<file path="src/rtl/wb_io_decoder.sv">
// Wishbone address decoder and bridge: ROM, RAM, N peripheral channels, GPIO.
// Single transaction in flight; registered outputs throughout.
module wb_io_decoder #(
    parameter int              DW         = 8,
    parameter int              AW         = 16,
    parameter int              ROM_AW     = 14,
    parameter int              RAM_AW     = 15,
    parameter logic [AW-1:0]   ROM_LIMIT  = 16'h4000,
    parameter logic [AW-1:0]   RAM_LIMIT  = 16'hA000,
    parameter int              NUM_PERIPH = 2,
    parameter int              MEM_WAIT   = 1,
    parameter int              TIMEOUT    = 255,
    parameter int              TO_W       = 8,
    parameter int              GPIO_W     = 8,
    parameter logic [GPIO_W-1:0] GPIO_RESET = '0
) (
    input  logic                     i_clk,
    input  logic                     i_reset_n,
    input  logic                     i_wb_cyc,
    input  logic                     i_wb_stb,
    input  logic                     i_wb_we,
    input  logic [AW-1:0]            i_wb_addr,
    input  logic [DW-1:0]            i_wb_data,
    output logic                     o_wb_ack,
    output logic                     o_wb_stall,
    output logic [DW-1:0]            o_wb_data,
    output logic [ROM_AW-1:0]        o_rom_addr,
    output logic                     o_rom_stb,
    input  logic [DW-1:0]            i_rom_data,
    output logic [RAM_AW-1:0]        o_ram_addr,
    output logic                     o_ram_stb,
    output logic                     o_ram_wr,
    output logic [DW-1:0]            o_ram_data,
    input  logic [DW-1:0]            i_ram_data,
    output logic [NUM_PERIPH-1:0]    o_periph_cyc,
    output logic [NUM_PERIPH-1:0]    o_periph_stb,
    output logic                     o_periph_we,
    output logic [DW-1:0]            o_periph_data,
    input  logic [NUM_PERIPH*DW-1:0] i_periph_data,
    input  logic [NUM_PERIPH-1:0]    i_periph_ack,
    input  logic [NUM_PERIPH-1:0]    i_periph_stall,
    input  logic [NUM_PERIPH*DW-1:0] i_periph_status,
    output logic [GPIO_W-1:0]        o_gpio,
    output logic [7:0]               o_err_count
);

    localparam int CH_W = (NUM_PERIPH > 1) ? $clog2(NUM_PERIPH) : 1;
    localparam logic [AW-1:0] GPIO_OFF = AW'(2 * NUM_PERIPH);
    localparam logic [TO_W-1:0] TO_LAST = TO_W'(TIMEOUT);
    localparam logic [2:0] MW_LAST = 3'(MEM_WAIT);

    typedef enum logic [2:0] {
        S_IDLE,
        S_MEM,
        S_PREQ,
        S_PWAIT,
        S_RESP
    } state_t;

    state_t              state;
    logic [CH_W-1:0]     sel;
    logic [TO_W-1:0]     to_cnt;
    logic [2:0]          mem_cnt;
    logic                mem_rom;
    logic                mem_wr;

    logic [AW-1:0]         io_off;
    logic [CH_W-1:0]       ch;
    logic [NUM_PERIPH-1:0] ch_onehot;
    logic                  is_rom;
    logic                  is_ram;
    logic                  in_io;
    logic                  is_stat;
    logic                  is_pdat;
    logic                  is_gpio;
    logic [DW-1:0]         stat_data;
    logic [DW-1:0]         gpio_rd;
    logic [RAM_AW-1:0]     ram_addr;
    logic [7:0]            err_next;

    always_comb begin
        io_off    = i_wb_addr - RAM_LIMIT;
        ch        = CH_W'(io_off >> 1);
        ch_onehot = NUM_PERIPH'(1) << ch;
        is_rom    = i_wb_addr < ROM_LIMIT;
        is_ram    = !is_rom && (i_wb_addr < RAM_LIMIT);
        in_io     = !is_rom && !is_ram;
        is_stat   = in_io && (io_off < GPIO_OFF) && !io_off[0];
        is_pdat   = in_io && (io_off < GPIO_OFF) && io_off[0];
        is_gpio   = in_io && (io_off == GPIO_OFF);
        stat_data = i_periph_status[int'(ch)*DW +: DW];
        // Modular subtraction: low bits of the difference need only low bits
        ram_addr  = RAM_AW'(i_wb_addr) - RAM_AW'(ROM_LIMIT);
        gpio_rd   = '0;
        gpio_rd[GPIO_W-1:0] = o_gpio;
        err_next  = (o_err_count == 8'hFF) ? o_err_count : o_err_count + 8'd1;
    end

    always_ff @(posedge i_clk or negedge i_reset_n) begin
        if (!i_reset_n) begin
            state         <= S_IDLE;
            sel           <= '0;
            to_cnt        <= '0;
            mem_cnt       <= '0;
            mem_rom       <= 1'b0;
            mem_wr        <= 1'b0;
            o_wb_ack      <= 1'b0;
            o_wb_stall    <= 1'b0;
            o_wb_data     <= '0;
            o_rom_addr    <= '0;
            o_rom_stb     <= 1'b0;
            o_ram_addr    <= '0;
            o_ram_stb     <= 1'b0;
            o_ram_wr      <= 1'b0;
            o_ram_data    <= '0;
            o_periph_cyc  <= '0;
            o_periph_stb  <= '0;
            o_periph_we   <= 1'b0;
            o_periph_data <= '0;
            o_gpio        <= GPIO_RESET;
            o_err_count   <= '0;
        end else begin
            o_wb_ack  <= 1'b0;
            o_rom_stb <= 1'b0;
            o_ram_stb <= 1'b0;
            o_ram_wr  <= 1'b0;
            if (state != S_IDLE && !i_wb_cyc) begin
                // Master abandoned the cycle: drop everything, no ack
                state        <= S_IDLE;
                o_wb_stall   <= 1'b0;
                o_periph_cyc <= '0;
                o_periph_stb <= '0;
            end else begin
                unique case (state)
                    S_IDLE: begin
                        if (i_wb_cyc && i_wb_stb) begin
                            o_wb_stall <= 1'b1;
                            sel        <= ch;
                            to_cnt     <= '0;
                            mem_cnt    <= '0;
                            mem_rom    <= is_rom;
                            mem_wr     <= is_ram && i_wb_we;
                            o_wb_data  <= '0;
                            unique case (1'b1)
                                is_rom: begin
                                    if (i_wb_we) begin
                                        o_wb_ack <= 1'b1;
                                        state    <= S_RESP;
                                    end else begin
                                        o_rom_addr <= i_wb_addr[ROM_AW-1:0];
                                        o_rom_stb  <= 1'b1;
                                        state      <= S_MEM;
                                    end
                                end
                                is_ram: begin
                                    o_ram_addr <= ram_addr;
                                    o_ram_stb  <= 1'b1;
                                    o_ram_wr   <= i_wb_we;
                                    o_ram_data <= i_wb_data;
                                    state      <= S_MEM;
                                end
                                is_stat: begin
                                    o_wb_data <= i_wb_we ? '0 : stat_data;
                                    o_wb_ack  <= 1'b1;
                                    state     <= S_RESP;
                                end
                                is_pdat: begin
                                    o_periph_cyc  <= ch_onehot;
                                    o_periph_stb  <= ch_onehot;
                                    o_periph_we   <= i_wb_we;
                                    o_periph_data <= i_wb_data;
                                    state         <= S_PREQ;
                                end
                                is_gpio: begin
                                    if (i_wb_we)
                                        o_gpio <= i_wb_data[GPIO_W-1:0];
                                    o_wb_data <= i_wb_we ? '0 : gpio_rd;
                                    o_wb_ack  <= 1'b1;
                                    state     <= S_RESP;
                                end
                                default: begin
                                    o_wb_data   <= '1;
                                    o_wb_ack    <= 1'b1;
                                    o_err_count <= err_next;
                                    state       <= S_RESP;
                                end
                            endcase
                        end
                    end
                    S_MEM: begin
                        if (mem_wr) begin
                            o_wb_ack <= 1'b1;
                            state    <= S_RESP;
                        end else if (mem_cnt == MW_LAST) begin
                            o_wb_data <= mem_rom ? i_rom_data : i_ram_data;
                            o_wb_ack  <= 1'b1;
                            state     <= S_RESP;
                        end else begin
                            mem_cnt <= mem_cnt + 3'd1;
                        end
                    end
                    S_PREQ, S_PWAIT: begin
                        if (i_periph_ack[sel]) begin
                            o_wb_data    <= i_periph_data[int'(sel)*DW +: DW];
                            o_periph_cyc <= '0;
                            o_periph_stb <= '0;
                            o_wb_ack     <= 1'b1;
                            state        <= S_RESP;
                        end else if (to_cnt == TO_LAST) begin
                            o_wb_data    <= '1;
                            o_periph_cyc <= '0;
                            o_periph_stb <= '0;
                            o_err_count  <= err_next;
                            o_wb_ack     <= 1'b1;
                            state        <= S_RESP;
                        end else begin
                            to_cnt <= to_cnt + 1'b1;
                            if (state == S_PREQ && !i_periph_stall[sel]) begin
                                o_periph_stb <= '0;
                                state        <= S_PWAIT;
                            end
                        end
                    end
                    S_RESP: begin
                        o_wb_stall <= 1'b0;
                        state      <= S_IDLE;
                    end
                    default: begin
                        o_wb_stall <= 1'b0;
                        state      <= S_IDLE;
                    end
                endcase
            end
        end
    end

endmodule
</file>
<file path="config.mk">
export PLATFORM = sky130hd
export DESIGN_NAME = wb_io_decoder
export DESIGN_NICKNAME = d
export VERILOG_FILES = /design/src/rtl/wb_io_decoder.sv
export SDC_FILE = /design/constraint.sdc
export NUM_CORES = 1
export LEC_CHECK = 0
export ABC_CLOCK_PERIOD_IN_PS = 2200
export CORE_ASPECT_RATIO = 0.9
export CORE_MARGIN = 5
export CORE_UTILIZATION = 46
export CTS_CLUSTER_SIZE = 25
export DETAILED_ROUTE_END_ITERATION = 8
export MAX_ROUTING_LAYER = met4
export PLACE_DENSITY = 0.78
export SYNTH_ARGS = -nofsm -noshare
export SYNTH_HDL_FRONTEND = slang
export SYNTH_SLANG_ARGS = --single-unit
</file>
<file path="constraint.sdc">
create_clock -name i_clk -period 2.2 [get_ports i_clk]
set_input_delay 0.44 -clock i_clk [delete_from_list [all_inputs] [get_ports i_clk]]
set_output_delay 0.44 -clock i_clk [all_outputs]
set_load 0.02 [all_outputs]
</file>
==> impl_metrics.csv, run 1 <==
group,metric,value,unit
layout,area_growth,52.9,%
yosys,synth_top_flop_cell,"dfrtp_1",
global_route,grt_pass1_wl,22800,um
cts,cts_tree,"built",
drt,routed_wl,14300,um
floorplan,die_width,117,um
floorplan,ios,160,
setup_path,required,2.43,ns
layout,fill_cells,696,
cts,cts_buffers,9,
yosys,yosys_warnings,0,
yosys,ys_async_sr_fraction,1.00,
yosys,synthXorXnorAreaFrac,0.0261,
yosys,synth_top_area_cell,"dfrtp_1",
timing,fin_crit_sh,0.982,
global_route,antenna_found_initial,0,
timing,clock_skew,0.0147,ns
drt,antenna_left,0,
global_route,grt_pass1_vias,4328,
drt,drc,0,
layout,final_design_area_no_fill,0.00718,sq mm
cts,clk_pin_slew,0.08,ns
floorplan,start_util,0.464,
setup_path,crit_type,"primary input to flip-flop",
yosys,synth_compound_area_frac,0.0980,
cts,clockBufferDepth,2,
cts,worstSkewPairLatency,0.35,ns
drt,via_per_inst,5.50,
timing,finalWorstSetupSlack,0.0388,ns
floorplan,design.core.area,0.0101,sq mm
layout,antenna_cells,0,
yosys,ys_ff_latch,96,
layout,utilization,0.710,
yosys,syn_area,0.00470,sq mm
setup_path,endpoint_kind,"flip-flop",
min_path,min_path_type,"primary input to asynchronous set/reset pin",
power,leakage,3.10,nW
power,p_per_area,815,mW/mm^2
drt,via_count,4001,
global_route,grt_max_degree,43,
timing,timing.final.hold_violations,0,
global_route,grt_usage,0.244,
timing,slew_violations,0,
floorplan,rows,35,
timing,setup_viol,0,
placed_design,portBuffers,159,
yosys,ys_top_cells_by_area,"dfrtp_1 (51%), mux2_2 (14%), mux2i_1 (4.9%)",
layout,finalNetCount,680,
global_route,grt_overflow,0,
cts,htreeDepth,3,
cts,root_buffer,"clkbuf_16",
placed_design,hpwl,10700,um
placed_design,place_area,0.00679,sq mm
yosys,syn_nets,474,
drt,avgRoutedWirePerCell,19.7,um
timing,worst_pin_slew,0.756,ns
timing,fmax,463,MHz
layout,final_cell_mix,"clkdlybuf4s50_1 (156), dfrtp_1 (96), mux2_2 (58)",
power,total_power,5.85,mW
timing,hold_ws,0.0702,ns
yosys,synthAdderAreaFrac,0.0133,
power,peakVddDrop,570,uV
run,maxCapViolCount,0,
yosys,muxShareOfSynthArea,0.188,
outcome,status,"complete, no violations",
drt,dr.pass1.iters,4,
yosys,synth_edf_count,0,
layout,layout-drive-gt1-share,0.249,
yosys,synth_cell_types,56,
timing,period_minus_slack,2.16,ns
drt,first_iter_violations,170,
setup_path,cp_max_fo,5,
yosys,ys_seq_area_frac,0.511,
placed_design,place_ws,-0.564,ns
yosys,synth_cells,388,
layout,final_common_cell,"clkdlybuf4s50_1",
cts,cts_hold_repair.buffers,0,
floorplan,dieHeight,106,um
setup_path,worst_ep_arrival_time,2.39,ns
placed_design,gp_congestion,0.888,
floorplan,dieArea,0.0123,sq mm
timing,slew_headroom,0.492,
yosys,synth_top_area_frac,0.511,
yosys,yosys.area_share.simple,0.135,
setup_path,cp-start-kind,"primary input",
yosys,synth_top_family_by_area,"multiplexers",
yosys,syn_area_per_cell,12.1,sq um
cts,cts_sinks,96,
timing,rsz0062_at_grt,"yes",
worst paths after layout:
path | start | to | slack [ns] | cells past startpoint
max | i_wb_addr[4] | o_periph_data[7] | 0.04 | 7
min | i_reset_n | o_rom_addr[9] | 0.07 | 1
max reg2reg | state[2] | o_ram_addr[14] | 0.17 | 5
min reg2reg | o_ram_addr[7] | o_ram_addr[7] | 0.51 | 1
max in group asynchronous | i_reset_n | o_ram_addr[5] | 1.42 | 2
min in group i_clk | o_ram_addr[7] | o_ram_addr[7] | 0.51 | 1
routing by layer:
layer,track usage,vias to the layer above,share of wire,wire length (um)
met3,0.0706,21,0.070,1000
met4,0.0605,0,0.019,268
met2,0.377,145,0.50,7150
li1,-,1856,-,-
met5,-,-,0,0
met1,0.318,1979,0.41,5910
Yosys cell counts, types with 2 or more instances:
cell and number:
a21o_1 3, a21oi_1 10, a22o_1 2, a311oi_1 2, a31oi_1 2, a32o_1 2
and2_1 2, and3_1 2, buf_2 8, buf_6 4, clkbuf_1 5, dfrtp_1 96
ha_1 5, inv_1 7, mux2_2 58, mux2i_1 23, nand2_1 12, nand2b_1 7
nand3_1 10, nand4_1 5, nor2_1 28, nor2b_1 2, nor3_1 7, nor3_4 3
nor3b_1 2, nor4_1 7, nor4b_1 2, nor4b_2 3, o21a_1 2, o21ai_0 9
o221ai_1 3, o22ai_1 8, o2bb2ai_1 3, o31ai_1 5, o32a_1 5, or3_1 2
xnor2_1 6, xor2_1 8
through the flow:
stage	instances	TNS [ns]
floorplan	388	0
global placement	710	-14.35
detailed placement	710	-19.97
CTS	727	0
global route	728	-0.0547
finish	728	0
logic make-up (layout without fill, tap and decap cells):
logic type | after synthesis | after routing
multiplexers | 81 | 81
flip-flops | 96 | 96
adder cells (fa/ha/maj) | 5 | 5
AO/OA/AOI/OAI | 64 | 64
AND/OR/NAND/NOR | 104 | 104
XOR/XNOR | 14 | 14
buffers and inverters | 24 | 235
area by class of cell:
| type | instances | area, sq um | area share |
|---|---|---|---|
| Clock buffer | 10 | 229 | 0.0319 |
| Clock inverter | 6 | 57.6 | 0.00801 |
| Inverter | 7 | 26.3 | 0.00366 |
| Multi-Input combinational cell | 268 | 2220 | 0.309 |
| Sequential cell | 96 | 2400 | 0.334 |
| Tap cell | 129 | 161 | 0.0225 |
| Timing Repair Buffer | 212 | 2080 | 0.290 |
power by group:
| part | internal (mW) | switching, mW |
|---|---|---|
| logic | 1.05 | 0.948 |
| registers | 2.09 | 0.245 |
| clock network | 0.796 | 0.718 |
flip-flops by register name (all words and copies together), names as in the netlist:
register       flops
sel                1
o_wb_stall         1
o_ram_wr           1
o_wb_data          8
o_rom_stb          1
o_wb_ack           1
mem_rom            1
state              3
o_ram_data         8
o_periph_we        1
o_periph_data      8
o_gpio             8
mem_wr             1
o_rom_addr        14
mem_cnt            3
o_ram_stb          1
o_periph_stb       2
o_err_count        8
to_cnt             8
o_ram_addr        15
o_periph_cyc       2
critical path: stages:
cell and delay [ns]:
clkdlybuf4s50_1 0.47, nor4b_4 0.37, nand4_4 0.17, buf_12 0.18, or3_4 0.33, buf_4 0.16
mux2_2 0.28
what timing repair did:
action,4_1_cts,5_1_grt
pin swaps,2,6
gates cloned,1,0
setup buffers,0,1
gates resized for setup,9,7
endpoints found under the setup margin,30,26
(Power assumes the default switching activity.)
==> run 2: changes to the inputs <==
--- a/config.mk
+++ b/config.mk
@@ -13,6 +13,7 @@
 export DETAILED_ROUTE_END_ITERATION = 8
 export MAX_ROUTING_LAYER = met4
 export PLACE_DENSITY = 0.78
+export SKIP_CTS_REPAIR_TIMING = 1
 export SYNTH_ARGS = -nofsm -noshare
 export SYNTH_HDL_FRONTEND = slang
 export SYNTH_SLANG_ARGS = --single-unit
==> run 2 against run 1 <==
  * Sequential power is essentially flat
  * Non-clock buffer count shrank 1
  * Cell count shrank 0.14%
  * Routed wire length shrank 1.3%
  * Largest cell class unchanged
  * Largest power group unchanged
==> impl_metrics.csv, run 2 (synthesized netlist as in run 1, its figures left out) <==
group,metric,value,unit
layout,area_growth,52.4,%
drt,via_count,3978,
layout,layout-drive-gt1-share,0.242,
cts,root_buffer,"clkbuf_16",
setup_path,cp_max_fo,5,
floorplan,dieArea,0.0123,sq mm
drt,routed_wl,14100,um
timing,fin_crit_sh,0.996,
global_route,grt_use_met3,0.0695,
global_route,grt_overflow,0,
placed_design,portBuffers,159,
setup_path,path_cells,"clkdlybuf4s50_1 > nor4b_4 > nand4_4 > buf_12 > or3_4 > buf_4 > mux2_2",
timing,fmax,456,MHz
layout,fill_cells,699,
setup_path,slowest_stage,"clkdlybuf4s50_1",
run,maxCapViolCount,0,
layout,largest_reg_flops,15,
cts,cts_tree,"built",
layout,instances_no_fill,727,
timing,slew_violations,0,
power,clkPwrFrac,0.259,
layout,final_cell_mix,"clkdlybuf4s50_1 (154), dfrtp_1 (96), mux2_2 (58)",
cts,htreeDepth,3,
setup_path,required,2.42,ns
power,leakage,3.13,nW
floorplan,rows,35,
cts,cts_buffers,9,
global_route,use_met2,0.365,
setup_path,cp-start-kind,"primary input",
cts,worstSkewPairLatency,0.35,ns
placed_design,place_ws,-0.564,ns
global_route,grt_pass1_wl,22300,um
power,peakVddDrop,609,uV
power,power.net_switching,1.89,mW
drt,first_iter_violations,172,
placed_design,gp_congestion,0.888,
timing,worst_pin_slew,0.758,ns
floorplan,die_width,117,um
global_route,use_met1,0.312,
global_route,grt_pass1_vias,4308,
timing,slew_headroom,0.491,
cts,clockBufferDepth,2,
floorplan,start_util,0.464,
timing,setup_viol,0,
cts,clk_pin_slew,0.07,ns
power,switching_share,0.325,
setup_path,worst_ep_arrival_time,2.41,ns
timing,clock_skew,0.0106,ns
global_route,antenna_found_initial,0,
drt,dr.pass1.iters,4,
cts,cts_sinks,96,
layout,final_common_cell,"clkdlybuf4s50_1",
layout,finalNetCount,679,
outcome,status,"complete, no violations",
power,combPwrFrac,0.342,
placed_design,place_area,0.00679,sq mm
layout,regMostFlops,"o_ram_addr",
drt,drc,0,
power,power.share.sequential,0.400,
floorplan,ios,160,
setup_path,endpoint_kind,"flip-flop",
layout,final_design_area_no_fill,0.00716,sq mm
layout,antenna_cells,0,
power,p_per_area,815,mW/mm^2
layout,utilization,0.707,
timing,period_minus_slack,2.19,ns
floorplan,dieHeight,106,um
power,cell_internal_pwr,3.94,mW
setup_path,crit_type,"primary input to flip-flop",
timing,finalWorstSetupSlack,0.00909,ns
drt,avgRoutedWirePerCell,19.4,um
drt,antenna_left,0,
placed_design,place_inst,710,
timing,timing.final.hold_violations,0,
setup_path,cpPeakStageDelay,0.48,ns
global_route,top_usage_layer,"met2",
placed_design,hpwl,10700,um
min_path,min_path_type,"primary input to asynchronous set/reset pin",
global_route,grt_max_degree,43,
layout,reg_top3,"o_ram_addr: 15 flops, o_rom_addr: 14 flops",
global_route,grt_usage,0.238,
drt,via_per_inst,5.47,
floorplan,design.core.area,0.0101,sq mm
==> run 2: final cells by class <==
class                           count  area, sq um  area share
Clock buffer                       10          229      0.0320
Multi-Input combinational cell    268         2210       0.309
Inverter                            7         26.3     0.00367
Clock inverter                      6         57.6     0.00804
Timing Repair Buffer              211         2070       0.289
Sequential cell                    96         2400       0.336
Tap cell                          129          161      0.0226
==> run 2: stage by stage <==
stage	setup TNS, ns	hold WS, ns	power [mW]
floorplan	0	0.144	3.26
finish	0	0.0731	5.83
detailed placement	-19.97	0.468	4.34
CTS	-3.65	0.0963	5.86
global placement	-14.35	0.449	4.28
global route	-0.403	0.114	6.10
==> run 2: critical path, delay by kind of cell <==
| family | cells | cell delay, ns |
|---|---|---|
| multiplexers | 1 | 0.27 |
| AND/OR/NAND/NOR | 3 | 0.89 |
| buffers and inverters | 3 | 0.82 |
==> run 2: metal layers <==
| metal | share of wire | routed length, um |
|---|---|---|
| met1 | 0.42 | 6000 |
| met2 | 0.49 | 6880 |
| met3 | 0.071 | 1000 |
| met4 | 0.018 | 251 |
| met5 | 0 | 0 |
==> run 2: path summary, 6_finish.rpt <==
path	startpoint	to	slack, ns	depth (start not counted)
worst max-delay path	i_wb_addr[4]	o_periph_data[7]	0.009	7
worst min-delay path	i_reset_n	o_rom_addr[6]	0.07	1
worst max register to register	state[2]	o_ram_addr[3]	0.19	5
worst min register to register	o_ram_addr[7]	o_ram_addr[7]	0.51	1
max in group asynchronous	i_reset_n	o_ram_addr[5]	1.43	2
min in group i_clk	i_wb_addr[7]	o_ram_addr[7]	0.47	2
==> run 2: power groups by stage <==
stage,combinational [mW],sequential [mW],clock (mW)
floorplan,0.579,2.68,0
global placement,1.95,2.34,0
detailed placement,1.98,2.35,0
CTS,2.00,2.33,1.53
global route,2.12,2.37,1.62
finish,1.99,2.33,1.51
